File: config.mk
export PLATFORM = sky130hd
export DESIGN_NAME = femto_mem_arbiter
export DESIGN_NICKNAME = d
export VERILOG_FILES = /design/src/rtl/femto_bus_pkg.sv /design/src/rtl/femto_mem_arbiter.sv
export SDC_FILE = /design/constraint.sdc
export NUM_CORES = 1
export LEC_CHECK = 0
export BUFFER_PORTS_ARGS = -buffer_cell sky130_fd_sc_hd__buf_2
export CAP_MARGIN = 15
export CORE_AREA = 2 2 115 117
export CTS_CLUSTER_SIZE = 20
export DETAILED_ROUTE_END_ITERATION = 6
export DIE_AREA = 0 0 117 119
export HOLD_SLACK_MARGIN = 0.1
export PLACE_DENSITY = 0.67
export SYNTH_ARGS = -nofsm -noshare
export SYNTH_HDL_FRONTEND = slang
export SYNTH_SLANG_ARGS = --single-unit
File: constraint.sdc
create_clock -name clk -period 3.7 [get_ports clk]
set_clock_uncertainty 0.2 [all_clocks]
set_input_delay 0.555 -clock clk [delete_from_list [all_inputs] [get_ports clk]]
set_output_delay 0.555 -clock clk [all_outputs]
set_load 0.02 [all_outputs]
File: src/rtl/femto_bus_pkg.sv
// Shared definitions for the FemtoRV32 memory bus: size codes, arbiter
// state encodings and a bundled command record.
package femto_bus_pkg;

  localparam logic [1:0] SZ_BYTE = 2'b00;
  localparam logic [1:0] SZ_HALF = 2'b01;
  localparam logic [1:0] SZ_WORD = 2'b10;
  localparam logic [1:0] SZ_NONE = 2'b11;

  localparam int BUS_ADDR_W = 28;

  typedef enum logic {
    ARB_IDLE = 1'b0,
    ARB_BUSY = 1'b1
  } arb_state_t;

  typedef struct packed {
    logic [BUS_ADDR_W-1:0] addr;
    logic [31:0]           wdata;
    logic [1:0]            read_n;
    logic [1:0]            write_n;
  } bus_cmd_t;

  // A master is requesting whenever either size code is something other than "none".
  function automatic logic is_req(input logic [1:0] read_n, input logic [1:0] write_n);
    return (read_n != SZ_NONE) || (write_n != SZ_NONE);
  endfunction

endpackage

File: src/rtl/femto_mem_arbiter.sv
// Two-master arbiter for the FemtoRV32 memory port. Master 0 is the CPU,
// master 1 the DMA/debug engine. The winning command is registered and held
// on the downstream bus until ds_ready or until the timeout gives up on it.
module femto_mem_arbiter
  import femto_bus_pkg::*;
#(
  parameter int ADDR_WIDTH  = 28,
  parameter int TIMEOUT_CYC = 255,
  parameter int M0_PRIORITY = 0
) (
  input  logic                  clk,
  input  logic                  resetn,
  input  logic [ADDR_WIDTH-1:0] m0_addr,
  input  logic [31:0]           m0_wdata,
  input  logic [1:0]            m0_read_n,
  input  logic [1:0]            m0_write_n,
  output logic [31:0]           m0_rdata,
  output logic                  m0_ready,
  input  logic [ADDR_WIDTH-1:0] m1_addr,
  input  logic [31:0]           m1_wdata,
  input  logic [1:0]            m1_read_n,
  input  logic [1:0]            m1_write_n,
  output logic [31:0]           m1_rdata,
  output logic                  m1_ready,
  output logic [ADDR_WIDTH-1:0] ds_addr,
  output logic [31:0]           ds_wdata,
  output logic [1:0]            ds_read_n,
  output logic [1:0]            ds_write_n,
  input  logic [31:0]           ds_rdata,
  input  logic                  ds_ready,
  output logic                  busy,
  output logic                  owner,
  output logic                  timeout_err
);

  // A zero timeout still needs a legal one-bit counter even though it is never consulted.
  localparam int CNT_W = (TIMEOUT_CYC > 0) ? $clog2(TIMEOUT_CYC + 1) : 1;
  localparam logic [CNT_W-1:0] CNT_SAT = (TIMEOUT_CYC > 0) ? CNT_W'(TIMEOUT_CYC) : {CNT_W{1'b1}};

  arb_state_t       state;
  logic [CNT_W-1:0] cnt;

  logic m0_req;
  logic m1_req;
  logic grant_m1;
  logic owner_req;
  logic timeout_hit;
  logic done;
  logic forward;

  // Request decode, winner selection and completion detection.
  always_comb begin
    m0_req      = is_req(m0_read_n, m0_write_n);
    m1_req      = is_req(m1_read_n, m1_write_n);
    // On contention m1 only wins under round-robin when m0 held the last grant.
    grant_m1    = m1_req && (!m0_req || ((M0_PRIORITY == 0) && (owner == 1'b0)));
    owner_req   = owner ? m1_req : m0_req;
    // The cycle that would push the counter to the limit is the one that gives up.
    timeout_hit = (TIMEOUT_CYC != 0) && (state == ARB_BUSY) && !ds_ready &&
                  ((int'(cnt) + 1) >= TIMEOUT_CYC);
    done        = (state == ARB_BUSY) && (ds_ready || timeout_hit);
    forward     = done && owner_req;
  end

  // Completion is routed only to the owner, and only while it still wants the answer.
  always_comb begin
    m0_ready = forward && (owner == 1'b0);
    m1_ready = forward && (owner == 1'b1);
    m0_rdata = (m0_ready && ds_ready) ? ds_rdata : 32'h0;
    m1_rdata = (m1_ready && ds_ready) ? ds_rdata : 32'h0;
  end

  // Arbiter FSM: latch the winner's command in IDLE, hold it in BUSY until done.
  always_ff @(posedge clk or negedge resetn) begin
    if (!resetn) begin
      state       <= ARB_IDLE;
      ds_addr     <= '0;
      ds_wdata    <= '0;
      ds_read_n   <= SZ_NONE;
      ds_write_n  <= SZ_NONE;
      busy        <= 1'b0;
      owner       <= 1'b1;
      timeout_err <= 1'b0;
      cnt         <= '0;
    end else begin
      case (state)
        ARB_IDLE: begin
          if (m0_req || m1_req) begin
            ds_addr    <= grant_m1 ? m1_addr : m0_addr;
            ds_wdata   <= grant_m1 ? m1_wdata : m0_wdata;
            ds_write_n <= grant_m1 ? m1_write_n : m0_write_n;
            // A write present alongside a read wins; the read half is dropped.
            if (grant_m1)
              ds_read_n <= (m1_write_n != SZ_NONE) ? SZ_NONE : m1_read_n;
            else
              ds_read_n <= (m0_write_n != SZ_NONE) ? SZ_NONE : m0_read_n;
            owner <= grant_m1;
            busy  <= 1'b1;
            cnt   <= '0;
            state <= ARB_BUSY;
          end
        end
        ARB_BUSY: begin
          if (ds_ready || timeout_hit) begin
            ds_read_n  <= SZ_NONE;
            ds_write_n <= SZ_NONE;
            busy       <= 1'b0;
            state      <= ARB_IDLE;
            if (!ds_ready)
              timeout_err <= 1'b1;
          end else if (cnt != CNT_SAT) begin
            cnt <= cnt + CNT_W'(1);
          end
        end
        default: state <= ARB_IDLE;
      endcase
    end
  end

endmodule

=== Word level (Yosys, flattened, before mapping) ===
Cells that the tools add are included.

* Multiplexer cells: 24
* Divide/modulo/power cells: 0
* Shift-type cells: 0
* Multiply operators: 0
* Add/subtract/negate cells: 2
* Bitwise operators: 3
* Reduce and logical (&&, ||, !) cells: 20
* $lt $le $gt $ge: 1
* Equality and inequality tests: 9

{| class="wikitable"
|+ Operators by type and width
! cell !! count
|-
| 32-bit 2-to-1 mux || 3
|-
| 28-bit 2-to-1 mux || 1
|-
| 8-bit 2-to-1 mux || 3
|-
| 8-bit case mux with 2 select lines || 1
|-
| 2-bit 2-to-1 mux || 7
|-
| 2-bit != test (second input constant) || 6
|-
| 8-bit by 1-bit adder with 9-bit output (second input constant) || 1
|-
| 9-bit by 8-bit >= comparator with 1-bit output (second input constant) || 1
|-
| 1-bit logical AND || 9
|-
| 8-bit by 1-bit adder with 8-bit output (second input constant) || 1
|-
| 8-bit != test (second input constant) || 1
|-
| 2-bit case mux with 2 select lines || 2
|-
| 3-bit AND reduction || 2
|-
| 1-bit logical OR || 5
|-
| 1-bit 2-to-1 mux || 5
|-
| 2-bit by 1-bit != test with 1-bit output (second input constant) || 2
|-
| 1-bit case mux with 2 select lines || 2
|-
| 2-bit AND reduction || 2
|-
| 1-bit NOT || 3
|-
| 1-bit logical NOT || 2
|}

* Bits of input ports: 163
* Bits in latches: 0
* Logic and storage cells: 68
* Output and inout port bits: 133
* Bits in registers: 76
* Memory bits (writable): 0
* Memories: 0
* ROM bits: 0

=== Longest topological paths before layout ===
Gate-level depths: netlist (run 1).

* Depth in word-level cells: 9
* Gate-level depth with buffers: 8
* Gate-level depth less buffers: 7

=== Worst setup path before layout (run 1) ===
Ideal clock, no wire load.

* Path type: register to output
* From: register cnt[0]
* To: output port m1_ready
* Required time: 2,945 ps
* Cell stages (with the launch flop): 8
* Slack: 685 ps
* Arrival time: 2,260 ps
* Cells stage by stage: dfrtp_1 ha_1 nand3_1 or3_1 a211o_1 o21a_1 buf_6 nor3_1

* Word-level cells in the longest chain between the ends: 7

{| class="wikitable"
|+ RTL lines
! element !! RTL line !! text
|-
| from (decl) || femto_mem_arbiter.sv:41 || <nowiki>logic [CNT_W-1:0] cnt;</nowiki>
|-
| from (signal assigned) || femto_mem_arbiter.sv:112 || <nowiki>cnt <= cnt + CNT_W'(1);</nowiki>
|-
| 8-bit by 1-bit adder with 9-bit output || femto_mem_arbiter.sv:60 || <nowiki>((int'(cnt) + 1) >= TIMEOUT_CYC);</nowiki>
|-
| 9-bit by 8-bit >= comparator with 1-bit output || femto_mem_arbiter.sv:60 ||
|-
| 1-bit logical AND || femto_mem_arbiter.sv:59 || <nowiki>timeout_hit = (TIMEOUT_CYC != 0) && (state == ARB_BUSY) && !ds_ready &&</nowiki>
|-
| 1-bit logical OR || femto_mem_arbiter.sv:61 || <nowiki>done = (state == ARB_BUSY) && (ds_ready || timeout_hit);</nowiki>
|-
| 1-bit logical AND || femto_mem_arbiter.sv:61 ||
|-
| 1-bit logical AND || femto_mem_arbiter.sv:62 || <nowiki>forward = done && owner_req;</nowiki>
|-
| 1-bit logical AND || femto_mem_arbiter.sv:68 || <nowiki>m1_ready = forward && (owner == 1'b1);</nowiki>
|-
| to (decl) || femto_mem_arbiter.sv:24 || <nowiki>output logic m1_ready,</nowiki>
|}

No other way between the ends.

=== Final worst setup path (run 1) ===
* From: register cnt[0]
* To: output port m0_ready

* Word-level cells in the longest chain between the ends: 7

{| class="wikitable"
|+ RTL lines
! element !! RTL line !! text
|-
| 8-bit by 1-bit adder with 9-bit output || femto_mem_arbiter.sv:60 ||
|-
| 9-bit by 8-bit >= comparator with 1-bit output || femto_mem_arbiter.sv:60 ||
|-
| 1-bit logical AND || femto_mem_arbiter.sv:59 ||
|-
| 1-bit logical OR || femto_mem_arbiter.sv:61 ||
|-
| 1-bit logical AND || femto_mem_arbiter.sv:61 ||
|-
| 1-bit logical AND || femto_mem_arbiter.sv:62 ||
|-
| 1-bit logical AND || femto_mem_arbiter.sv:67 || <nowiki>m0_ready = forward && (owner == 1'b0);</nowiki>
|-
| to (decl) || femto_mem_arbiter.sv:18 || <nowiki>output logic m0_ready,</nowiki>
|}

No other way between the ends.

==> metrics list, run 1 <==
- STA puts the critical path data arrival time at 2.65 ns.
* Post-CTS sizing: 0
- For this design the ratio of total power to cell area is approximately 800 nW/µm².
- Chip Height: 119 µm
- The design draws 0.004888 W.
- Summed over all failing endpoints, the final setup total negative slack is 0 ns.
- Clock transition at the registers of the reported paths: approximately 0.060 ns
- For this run, the total global-route usage over all layers was measured as 0.1733.
* CTS buffer count: 9
* Final hold violation count: 0
* Startpoint kind of the worst setup timing path: register
- sky130_fd_sc_hd__dfrtp_1 takes more of the synthesized area than any other cell.
- In this run, synthesis inferred 0 flip-flops with an integrated enable.
- For this design, the sink count on the clock tree is 76.
* RSZ-0062 raised after global routing: false
- Worst-path fanout max: 9
- Vias per inst: about 4.6
- Hold Crit Class: in -> async
- Final worst path period need: 3.408 ns
* Detailed-router iteration count before antenna repair: 6
- 0 antenna diodes ended up in the layout.
* Die Wd: around 120 µm
* Wire length of the first global-routing pass: 18.63 mm
* Core ar.: approximately 13000 µm²
* Mapped Cells: 438
* Die area: approximately 14000 µm²
- The critical path in this run is classified as reg -> out.
* Seq/Total Area, Yosys: 0.4602
* Worst IR drop on VDD: around 0.46 mV
* Cell with the most instances after synthesis: sky130_fd_sc_hd__dfrtp_1
* Library cell contributing the largest single delay on the critical path: sky130_fd_sc_hd__dfrtp_1
- In this run, synthesis produced a sequential element count of 76.
* Initial detailed-routing violation count: 206
- The area growth from synthesis to layout is 47.62%.
- For this run, the top clock speed supported by timing is 0.2934 GHz.
- Actual transition at the worst max-transition pin: between 0.9 and 1 ns
* Warning count from the yosys run: 0
- A synthesized cell averages 9.467 µm².
* Routed WL per cell: 13.93 µm
- Count of vias placed by the detailed router: 4129
- The H-tree generated during clock tree synthesis spans 3 levels.
- Number of nets in the layout: between 800 and 900
- The initialized floorplan defines 42 standard-cell rows.
* Number of post-CTS setup repair buffers: 0
- Data on the critical path is required at its endpoint by ~3 ns.
- Summing all non-filler instances in the final layout gives an area of just over 6000 µm².
* Overflow left after global routing: 0
- Walking the worst path, the cells encountered are ha_1 > nand3_1 > or3_1 > a211o_1 > o21a_1 > nor4_2 > buf_2.
- The number of antenna violations at the first check in global routing was 1.
- Detail Placement HPWL: 9.688 mm
- Worst skew pair latency: 0.33 ns
- CTS tree: yes
- Number of different library cells in the post-synthesis netlist: 41
* Leakage: ~3.3 nW
- The routed design has approximately 13 mm of wire.
- Post-route fraction of the period consumed by the critical path: 0.9210
- The tree is rooted in a sky130_fd_sc_hd__clkbuf_16.
* Ranking of synthesized cells by area: sky130_fd_sc_hd__dfrtp_1 43%, sky130_fd_sc_hd__mux2i_1 16%, sky130_fd_sc_hd__and2_1 9.8%
* Status: finished, final reports clean
* Share of the synthesized area in the top cell type: 0.4285
- Dpl cell area: slightly below 6000 µm²
* Relative slew slack: 0.3591
- Of the cells placed in the final design, the portion with a size suffix greater than 1 is 0.4515.
- Setup violations remaining at the end of the flow were counted as 0.
* Buf+Inv Stages, Crit Path: 1
- The number of global-route vias before repair came to 3777.
* Maximum number of pins on one net before global-route repair: 130
- The number of nets in the synthesized netlist is about 600.
* Share of async-settable or async-resettable flops after synthesis: 1.000
- Final core utilization: 0.4754
* Number of antenna-violating nets in the routed design: 0
- DRC viols: 0
- Cell family with most CP delay: simple AND/OR/NAND/NOR gates
- The count of final max-slew check failures was 0.
- Critical path capture point type: primary output
- Input/output buffers: slightly below 300
- Initial Util: 0.3221
* Reported max-cap violation count: 0
* Weighted congestion at the end of routability-driven global placement: 0.8751
- In the synthesized netlist the dominant register cell turns out to be sky130_fd_sc_hd__dfrtp_1.
* Maximum root-to-sink buffer count: 2
* CP peak stage delay: roughly 0.41 ns
- By count the netlist is led by 71 x sky130_fd_sc_hd__dfrtp_1, 70 x sky130_fd_sc_hd__nand2_1, 65 x sky130_fd_sc_hd__and2_1, 65 x sky130_fd_sc_hd__mux2i_1, 65 x sky130_fd_sc_hd__o21ai_0.
- # hold bufs at CTS: 0
- Boundary Pins: 296
* Netlist area before placement: 4146 µm²
==> metal layers <==
metal  share of wire  routed length (µm)  vias up  global-route usage
met4           0.018                 226        0             0.05588
met5               0                   0        -                   0
li1                -                   -     2069                   -
met3           0.082                1030       12             0.03766
met1            0.39                4913     1861              0.1961
met2            0.51                6343      187              0.3176
==> per-stage QoR <==
step | worst slack (ns) | hold slack [ns] | std cells
after floorplan | 0.6848 | 0.05941 | 438
after global placement | 0.6870 | 0.2579 | 883
after detailed placement | 0.6462 | 0.2642 | 883
after CTS | 0.2757 | 0.2217 | 898
after global routing | 0.07986 | 0.2753 | 898
final | 0.2922 | 0.1839 | 898
==> cell usage in the layout, fill, tap and decap left out, types with 3 or more instances in the layout <==
cell	Yosys	layout
sky130_fd_sc_hd__buf_2	10	294
sky130_fd_sc_hd__dfrtp_1	71	71
sky130_fd_sc_hd__nand2_1	70	70
sky130_fd_sc_hd__o21ai_0	65	65
sky130_fd_sc_hd__and2_1	65	65
sky130_fd_sc_hd__mux2i_1	65	65
sky130_fd_sc_hd__clkbuf_16	0	9
sky130_fd_sc_hd__nor2_1	8	8
sky130_fd_sc_hd__a21oi_1	7	6
sky130_fd_sc_hd__inv_1	5	5
sky130_fd_sc_hd__dfstp_2	5	5
sky130_fd_sc_hd__nand3_1	4	4
sky130_fd_sc_hd__or3_1	4	4
sky130_fd_sc_hd__a211o_1	4	4
sky130_fd_sc_hd__nand4_1	3	3
sky130_fd_sc_hd__buf_4	0	3
==> power breakdown <==
group	switching, W	total, W	leakage [nW]	internal, W
logic	0.00158	0.00248	2.23	0.000896
registers	0.000221	0.00146	0.931	0.00124
clock network	0.000329	0.000951	0.158	0.000622
total	0.00213	0.00489	3.32	0.00276
==> layout make-up <==
cell class	instances	area [µm²]
clock inverter	4	72.57
multi-input combinational	326	2111
fill	1242	6754
timing repair buffer	299	1534
sequential	76	1908
clock buffer	11	252.7
tap	176	220.2
inverter	6	22.52
==> flip-flops by register name (all words and copies together) (netlist names) <==
register,count
ds_wdata,32
ds_addr,28
cnt,8
ds_read_n,2
ds_write_n,2
busy,1
owner,1
state,1
timeout_err,1
==> cells by family (layout without fill, tap and decap cells) <==
kind of cell,count (synthesis),count (layout),share of synthesized area
buf+inv,36,320,0.03741
fa+ha+maj,2,2,0.006034
xor+xnor,3,3,0.006338
flops,76,76,0.4602
compound gates,94,94,0.1343
mux,65,65,0.1569
simple gates,162,162,0.1989
==> path summary, 6_finish.rpt <==
kind	slack (ns)	cells after the start	endpoint	startpoint
min in group clk	0.27	2	ds_addr[8]$_DFFE_PN0P_	ds_addr[8]$_DFFE_PN0P_
max reg2reg	1.22	6	cnt[2]$_DFFE_PN0P_	cnt[0]$_DFFE_PN0P_
max in group asynchronous	2.50	1	ds_addr[23]$_DFFE_PN0P_	resetn
max	0.29	7	m0_ready	cnt[0]$_DFFE_PN0P_
min	0.18	1	ds_wdata[14]$_DFFE_PN0P_	resetn
min reg2reg	0.27	2	ds_addr[8]$_DFFE_PN0P_	ds_addr[8]$_DFFE_PN0P_
(Power assumes the default switching activity.)
==> inputs of run 2 (changes only) <==
--- a/config.mk
+++ b/config.mk
@@ -7,12 +7,10 @@
 export LEC_CHECK = 0
 export BUFFER_PORTS_ARGS = -buffer_cell sky130_fd_sc_hd__buf_2
 export CAP_MARGIN = 15
-export CORE_AREA = 2 2 115 117
+export CORE_UTILIZATION = 25
 export CTS_CLUSTER_SIZE = 20
 export DETAILED_ROUTE_END_ITERATION = 6
-export DIE_AREA = 0 0 117 119
 export HOLD_SLACK_MARGIN = 0.1
-export PLACE_DENSITY = 0.67
 export SYNTH_ARGS = -nofsm -noshare
 export SYNTH_HDL_FRONTEND = slang
 export SYNTH_SLANG_ARGS = --single-unit
==> metrics list, run 2 (same netlist as run 1, synthesis figures left out) <==
- The flow ran to the end, and the final reports show no timing, DRC or antenna violations.
* Max FFs per register: 32 (unchanged)
* Maximum level of the CTS H-tree: 3 (unchanged)
- Reported max-cap violation count: 0 (unchanged)
- Chip Height: 130.8 µm (+9.9%)
* Startpoint kind of the worst setup timing path: register
- The critical path data arrival time is 2.73 ns (+0.08 ns).
* Wire length of the first global-routing pass: 18.80 mm (+0.89%)
- The root buffer cell chosen for the clock tree is sky130_fd_sc_hd__clkbuf_16.
* Input/output buffers: 295 (unchanged)
- Vias in the first global route: 3879 (+2.7%)
- Clock transition at the registers of the reported paths: 0.06 ns (about the same)
* Detailed-router iteration count before antenna repair: 4 (-2)
* CTS buffer count: 9 (unchanged)
* Die Wd: 130.8 µm (+12%)
* Count of vias placed by the detailed router: 4147 (+0.44%)
* Weighted congestion at the end of routability-driven global placement: 0.8075 (-7.7%)
- STA classifies the critical path endpoint as a primary output.
* All-layer global routing usage: 0.1446 (-0.02860)
* Final core utilization: 0.3850 (-0.09042)
- DRC viols: 0 (unchanged)
* FP Rows: 46 (+9.5%)
- Worst IR drop on VDD: 0.4378 mV (-5.6%)
* Highest Clock Rate: 0.2870 GHz (-2.2%)
* Post-CTS sizing: 0 (unchanged)
- The routed wire length was 12.66 mm (+1.2%).
* Number of antenna-violating nets in the routed design: 0 (unchanged)
- The worst stage delay on the critical path came to 0.41 ns (about the same).
* Most frequent cells in the layout: 294 x sky130_fd_sc_hd__buf_2, 71 x sky130_fd_sc_hd__dfrtp_1, 70 x sky130_fd_sc_hd__nand2_1
* Die area: 17100 µm² (+23%)
- Post-route fraction of the period consumed by the critical path: 0.9417 (+0.02067)
- The worst relative slew slack is 0.3563 (-0.002880).
- The buffers inserted during post-CTS setup optimization was 0 (unchanged).
- # hold bufs at CTS: 0 (unchanged)
- The minimum period implied by the final worst setup slack came to 3.484 ns (+0.07648 ns).
- The pin count of the biggest net entering global routing is 130 (unchanged).
- The largest registers in the layout are ds_wdata: 32 flops, ds_addr: 28 flops, cnt: 8 flops.
- Actual transition at the worst max-transition pin: 0.9656 ns (+0.004320 ns)
- Initial detailed-routing violation count: 109 (-47%)
* RSZ-0062 raised after global routing: false
- Overflow left after global routing: 0 (unchanged)
- The register with the most flip-flops in the final layout is ds_wdata.
* Signed area change from the synthesized netlist to the final layout: 49.09%
- On the critical path, the stage with the largest delay is an instance of sky130_fd_sc_hd__dfrtp_1.
* Number of nets in the layout: 886 (+0.34%)
- Max Slew Vio Count: 0 (unchanged)
- The critical path is of the reg -> out type.
- TritonCTS built the clock tree.
- The tightest min-delay check is of the in -> async type.
* Core ar.: 16060 µm² (+25%)
- The total I/O pin count came to 296 (unchanged).
- The effective utilization at floorplan is 0.2582 (-0.06384).
* Antenna diode count: 0 (unchanged)
- The number of failing setup endpoints in the final timing report is 0 (unchanged).
* Worst-path fanout max: 9 (unchanged)
- Detail Placement HPWL: 9.883 mm (+2.0%)
- The setup TNS was 0 ns (unchanged).
- The maximum clock path buffer count was 2 (unchanged).
* Final hold violation count: 0 (unchanged)
- The clock latency of the later-clocked register in the worst-skew pair is 0.34 ns (about the same).
- Path depth of the worst reg2reg path: 6 (unchanged)
- Initial antenna violation count: 1 (unchanged)
* Most common library cell in the layout ignoring fill and taps: sky130_fd_sc_hd__buf_2
* Clock sink total: 76 (unchanged)
* Required time of the critical path: 2.94 ns (about the same)
* Cells along the critical path: ha_1 > nand3_1 > or3_1 > a211o_1 > o21a_1 > nor4_2 > buf_2
- Vias per inst: 4.402 (-4.3%)
- The average wire length per cell after detail routing came to 13.44 µm (-3.5%).
- The cell leakage power is 3.321 nW (+0.10%).
- The power density of the placed cells came to 785.1 nW/µm² (-1.7%).
- The share of post-route cells with drive strength above 1 is 0.4545 (+0.003022).
==> run 2: cell count changes in the layout (fill, tap and decap cells not counted), sizes merged <==
cell	before	now
inv	5	6
clkbuf	11	9
clkinvlp	1	2
clkinv	2	4
buf	299	302
bufinv	2	1
==> run 2: power by group <==
group	total (W)	switching [W]	leakage, nW	internal (W)
logic	0.00251	0.00159	2.25	0.000925
registers	0.00146	0.000221	0.931	0.00124
clock network	0.000881	0.000356	0.142	0.000525
total	0.00485	0.00216	3.32	0.00269
==> run 2: critical path, delay by kind of cell (launching register included) <==
family | cells | cell delay [ns]
adder cells (fa/ha/maj) | 1 | 0.27
AND/OR/NAND/NOR | 3 | 0.76
buffers and inverters | 1 | 0.21
AO/OA/AOI/OAI | 2 | 0.72
flip-flops | 1 | 0.41
==> run 2: per-stage QoR <==
| stage | power [W] | hold slack (ns) | area [µm²] | worst slack (ns) | std cells |
|---|---|---|---|---|---|
| after floorplan | 0.003124 | 0.05941 | 4146 | 0.6848 | 438 |
| after global placement | 0.004001 | 0.2577 | 5881 | 0.6525 | 926 |
| after detailed placement | 0.004035 | 0.2653 | 5881 | 0.5928 | 926 |
| after CTS | 0.004950 | 0.2218 | 6182 | 0.2006 | 942 |
| after global routing | 0.005245 | 0.2646 | 6182 | 0.06524 | 942 |
| final | 0.004853 | 0.1667 | 6182 | 0.2157 | 942 |
==> run 2: final cells by class <==
cell class | instances | area [µm²]
inverters | 6 | 22.52
repair buffers | 302 | 1569
multi-input cells | 326 | 2111
flip-flops and latches | 76 | 1908
clock inverters | 7 | 76.32
fillers | 1630 | 9876
well taps | 216 | 270.3
clock buffers | 9 | 225.2
==> run 2: path summary, 6_finish.rpt <==
path	to	slack (ns)	start
worst min register to register	ds_addr[3]$_DFFE_PN0P_	0.27	ds_addr[3]$_DFFE_PN0P_
worst max register to register	cnt[2]$_DFFE_PN0P_	1.21	cnt[0]$_DFFE_PN0P_
min in group clk	ds_addr[3]$_DFFE_PN0P_	0.27	ds_addr[3]$_DFFE_PN0P_
worst max-delay path	m0_ready	0.22	cnt[0]$_DFFE_PN0P_
worst min-delay path	ds_wdata[13]$_DFFE_PN0P_	0.17	resetn
max in group asynchronous	ds_addr[20]$_DFFE_PN0P_	2.50	resetn
==> run 2: per-layer routing <==
metal / wire [µm] / GRT usage / vias up / share of wire
met4: 194 / 0.06558 / 0 / 0.015
met3: 961 / 0.02972 / 15 / 0.076
li1: - / - / 2083 / -
met1: 5166 / 0.1632 / 1849 / 0.41
met2: 6340 / 0.2614 / 200 / 0.50
met5: 0 / 0 / - / 0
